$ cat src/rtl/commit_monitor.sv
// commit_monitor: retirement monitor for a simulated core.
//   Counts retired instructions and cycles spent running, watches for a
//   stalled pipeline (watchdog), captures the exit code carried by the
//   terminating ebreak, and optionally streams retired PCs out through a
//   small trace FIFO.
//
// Ports:
//   clock, reset (sync, active-low)
//   io_in_*      retirement handshake from write-back (valid/ready, pc, isEnd, a0)
//   io_done/io_pass/io_exitCode   program end status
//   io_instret/io_cycles          64-bit retired-instruction and run-cycle counters
//   io_timeout                    watchdog expired
//   io_trace_*                    retired-PC stream (valid/ready, pc)
//
// Build option: define COMMIT_MONITOR_TRACE_EN to include the trace FIFO.
// Without it the trace stream is tied off and io_trace_ready is ignored.
module commit_monitor #(
  parameter int unsigned WATCHDOG_CYCLES = 10000,
  parameter int unsigned TRACE_DEPTH     = 8
) (
  input  logic        clock,
  input  logic        reset,
  input  logic        io_in_valid,
  output logic        io_in_ready,
  input  logic [31:0] io_in_bits_pc,
  input  logic        io_in_bits_isEnd,
  input  logic [31:0] io_in_bits_a0,
  output logic        io_done,
  output logic        io_pass,
  output logic [31:0] io_exitCode,
  output logic [63:0] io_instret,
  output logic [63:0] io_cycles,
  output logic        io_timeout,
  output logic        io_trace_valid,
  input  logic        io_trace_ready,
  output logic [31:0] io_trace_pc
);

  localparam int unsigned WD_W = (WATCHDOG_CYCLES > 1) ? $clog2(WATCHDOG_CYCLES) : 1;
  localparam logic [WD_W-1:0] WD_LAST = WD_W'(WATCHDOG_CYCLES - 1);

  typedef enum logic [1:0] {
    S_RUN,
    S_DONE,
    S_TIMEOUT
  } state_t;

  state_t          state, state_nxt;
  logic [WD_W-1:0] wd;
  logic            fifo_room;
  logic            commit;

  assign io_in_ready = (state == S_RUN) && fifo_room;
  assign commit      = io_in_valid && io_in_ready;
  assign io_done     = (state == S_DONE);
  assign io_timeout  = (state == S_TIMEOUT);

  always_ff @(posedge clock) begin
    if (!reset) state <= S_RUN;
    else        state <= state_nxt;
  end

  // A commit in the expiry cycle takes priority and keeps the core running.
  always_comb begin
    state_nxt = state;
    case (state)
      S_RUN: begin
        if (commit) begin
          if (io_in_bits_isEnd) state_nxt = S_DONE;
        end else if (wd == WD_LAST) begin
          state_nxt = S_TIMEOUT;
        end
      end
      default: state_nxt = state;
    endcase
  end

  always_ff @(posedge clock) begin
    if (!reset) begin
      io_instret  <= '0;
      io_cycles   <= '0;
      wd          <= '0;
      io_exitCode <= '0;
      io_pass     <= 1'b0;
    end else if (state == S_RUN) begin
      io_cycles <= io_cycles + 64'd1;
      if (commit) begin
        io_instret <= io_instret + 64'd1;
        wd         <= '0;
        if (io_in_bits_isEnd) begin
          io_exitCode <= io_in_bits_a0;
          io_pass     <= (io_in_bits_a0 == 32'd0);
        end
      end else begin
        wd <= wd + 1'b1;
      end
    end
  end

`ifdef COMMIT_MONITOR_TRACE_EN
  localparam int unsigned AW = (TRACE_DEPTH > 1) ? $clog2(TRACE_DEPTH) : 1;

  logic [31:0]   mem [TRACE_DEPTH];
  logic [AW-1:0] wr_ptr, rd_ptr;
  logic [AW:0]   count;
  logic          push, pop;

  // Fullness comes from the registered count only, so a pop in the same
  // cycle does not free a slot for the incoming retirement.
  assign fifo_room      = (count != (AW+1)'(TRACE_DEPTH));
  assign push           = commit;
  assign pop            = io_trace_valid && io_trace_ready;
  assign io_trace_valid = (count != '0);
  assign io_trace_pc    = mem[rd_ptr];

  always_ff @(posedge clock) begin
    if (push) mem[wr_ptr] <= io_in_bits_pc;
  end

  always_ff @(posedge clock) begin
    if (!reset) begin
      wr_ptr <= '0;
      rd_ptr <= '0;
      count  <= '0;
    end else begin
      if (push) wr_ptr <= wr_ptr + 1'b1;
      if (pop)  rd_ptr <= rd_ptr + 1'b1;
      count <= count + (AW+1)'(push) - (AW+1)'(pop);
    end
  end
`else
  logic unused_trace;
  assign unused_trace   = ^{io_trace_ready, io_in_bits_pc};
  assign fifo_room      = 1'b1;
  assign io_trace_valid = 1'b0;
  assign io_trace_pc    = '0;
`endif

endmodule

$ cat config.mk
export PLATFORM = sky130hd
export DESIGN_NAME = commit_monitor
export DESIGN_NICKNAME = d
export VERILOG_FILES = /design/src/rtl/commit_monitor.sv
export SDC_FILE = /design/constraint.sdc
export NUM_CORES = 1
export LEC_CHECK = 0
export CAP_MARGIN = 15
export CORE_MARGIN = 10
export CORE_UTILIZATION = 50
export DETAILED_ROUTE_END_ITERATION = 10
export GPL_TIMING_DRIVEN = 1
export PLACE_DENSITY = 0.95
export SETUP_SLACK_MARGIN = 0.2
export SYNTH_ARGS = -nofsm -noshare
export SYNTH_HDL_FRONTEND = slang
export SYNTH_SLANG_ARGS = --single-unit
$ cat constraint.sdc
create_clock -name clock -period 4.7 [get_ports clock]
set_clock_uncertainty 0.2 [all_clocks]
set_input_delay 0.47 -clock clock [delete_from_list [all_inputs] [get_ports clock]]
set_output_delay 0.47 -clock clock [all_outputs]
set_load 0.03 [all_outputs]
==> reports/metrics.cfg <==
[sta]
relSlewSlack_pct = 25.8
rsz0062_at_grt = no
setup_violations = 0
finalMaxSlewViolations = 0
post-route-min-period_ps = 3280
hold_violations = 0
min_period_over_period_pct = 69.8
finalSetupTns_ps = 0
holdWs_ps = 253
worst_pin_slew_ps = 1100
fmax_mhz = 305

[synth]
synth.ff_latch_count = 177
synthArstFlopShare_pct = 0
syn-cell-area_sq_um = 8220
netlist.top_cell.by_area = dfxtp_1
synth_fa_ha_area_share_pct = 0.457
synth.top_cell.area_share_pct = 43.1
synthFlopType = dfxtp_1
synth_simple_gate_area_share_pct = 31.8
synth-seq-area-share_pct = 43.1
yosysWarningCount = 0
synth_top_family_by_area = simple AND/OR/NAND/NOR gates
netlist_instances = 996
synth-edff-count = 0
synth-compound-area-share_pct = 11.1
ys_types = 44
synthTopCellsByArea = dfxtp_1 (43%), a21oi_1 (5.6%), xor2_1 (5.4%)
synth_area_per_cell_sq_um = 8.25
synth-xor-area-share_pct = 7.99
synthMuxAreaShare_pct = 0

[detailed_routing]
first_pass_iters = 5
post_drt_via_cell_ratio = 5.80
via_count = 8136
route.detailed.drc = 0
wl_microns = 24300
wl_per_cell_microns = 17.3
ant_nets = 0
initialDrtViolationCount = 612

[clock_network]
post_cts_buffers = 0
clkTransAtPathRegs_ps = 70
cts-buffers-inserted = 17
cts_hold_buf = 0
cts_resized = 0
insertion_delay_ps = 420
cts-root-buf = clkbuf_16
clockBufferDepth = 2
cts_sinks = 177
htreeDepth = 4
tritoncts = built

[place]
dp_hpwl_microns = 17600
io_buffer_count = 199
place.gp.congestion = 0.877

[worst_setup_path]
cp_max_fo = 16
r2r-start = io_cycles[10]$_SDFFE_PN0N_
path_class = reg -> reg
startpoint_type = flop
critPathArrivalTime_ps = 3420
end_kind = flop
worstPathRequired_ps = 4840
worstSetupStartpoint = io_cycles[10]$_SDFFE_PN0N_

[cells_and_area]
final_cell_mix = clkdlybuf4s50_1 (199), dfxtp_1 (177), nand2_1 (116)
mostFrequentLayoutCell = clkdlybuf4s50_1
final_nets = 1246
antenna_cells = 0
fill_cells = 1228
syn2layout_area_growth_pct = 31.7
drive_above_1_share_pct = 4.30

[global_route]
met3_usage_pct = 7.74
grtUsageTotal_pct = 21.4
grt_pass1_vias = 7797
grt_max_degree = 104
gr-max-usage-layer = met2
grt_overflow = 0
antenna_found_initial = 0
grt_pass1_wl_microns = 39800
grt_use_met2_pct = 36.3
gr-usage-met1_pct = 24.3

[floorplan]
initial_core_util_pct = 51.4
io_pins = 266
core_sq_um = 16000
die_w_microns = 148
fp.dieH_microns = 148
rows = 46
die_area_sq_um = 22000

[pwr]
power_density_nw_per_um2 = 289
power.net_switching_mw = 0.752
p_clk_share_pct = 43.4
p_int_mw = 2.37
p_sw_share_pct = 24.1
power_frac_comb_pct = 7.4
seqPwrFrac_pct = 49.2
power.leakage_nw = 3.47
ir_worst_vdd_uv = 255

[status]
status = finished clean

[min_path]
min_path_type = reg -> reg
min-delay-start = io_exitCode[3]$_SDFFE_PN0P_

[job]
drv_cap = 0

## cell type report
type,instances,area (sq um),share of cell area [%]
clock inverters,11,103,0.948
well taps,216,270,2.50
inverters,10,40.0,0.370
multi-input cells,764,4350,40.2
clock buffers,21,470,4.35
repair buffers,204,2050,18.9
flip-flops and latches,177,3540,32.7
## state kept, by name (all words and copies together) (netlist names)
register / count
wd: 14
io_pass: 1
state: 2
io_cycles: 64
io_exitCode: 32
io_instret: 64
## cell usage after synthesis (all sizes together) (24+ instances only)
library cell	number
nor2	96
buf	36
or4	24
nand4	67
nand3	55
xnor2	24
clkbuf	41
o31ai	25
a21oi	92
nand2	116
xor2	51
or3	30
nor4	28
dfxtp	177
o21ai	30
## kinds of logic after synthesis
family          after synthesis
simple gates                491
flops                       177
compound gates              162
buf+inv                      87
xor+xnor                     75
fa+ha+maj                     3
other cells                   1
## worst paths after layout
kind | end | slack, ps | cells past startpoint
max reg2reg | io_cycles[52]$_SDFFE_PN0N_ | 1420 | 5
min | io_exitCode[3]$_SDFFE_PN0P_ | 250 | 2
min reg2reg | io_exitCode[3]$_SDFFE_PN0P_ | 250 | 2
max | io_cycles[52]$_SDFFE_PN0N_ | 1420 | 5
## per-stage QoR
step / setup WS [ps] / instances / cell area [sq um] / util [%] / total power [mW]
final: 1420 / 1403 / 10800 / 67.7 / 3.13
after global routing: 1120 / 1403 / 10800 / 67.7 / 3.24
after CTS: 1450 / 1402 / 10800 / 67.6 / 3.15
after detailed placement: 1120 / 1370 / 10200 / 64.0 / 1.80
after global placement: 1180 / 1370 / 10200 / 64.0 / 1.80
after floorplan: 2160 / 1028 / 8340 / - / 1.73
## worst max-delay path, cell delays in order (launching register included)
cell and delay (ps):
dfxtp_1 450, nand4_1 310, nor4_1 700, nand4_1 690
or4_1 690, a21oi_1 150
## metal layers
layer	share of wire, %	vias up
met5	0	-
met3	9.1	46
met1	39	3872
met4	2.3	0
li1	-	3889
met2	50	329
## power groups by stage
stage,registers [mW],clock network (mW),logic [mW]
6_report,1.54,1.36,0.233
5_1_grt,1.54,1.45,0.250
4_1_cts,1.54,1.38,0.231
3_5_place_dp,1.57,0,0.230
3_3_place_gp,1.57,0,0.227
2_1_floorplan,1.60,0,0.123
Power figures use the tool's default switching activity.
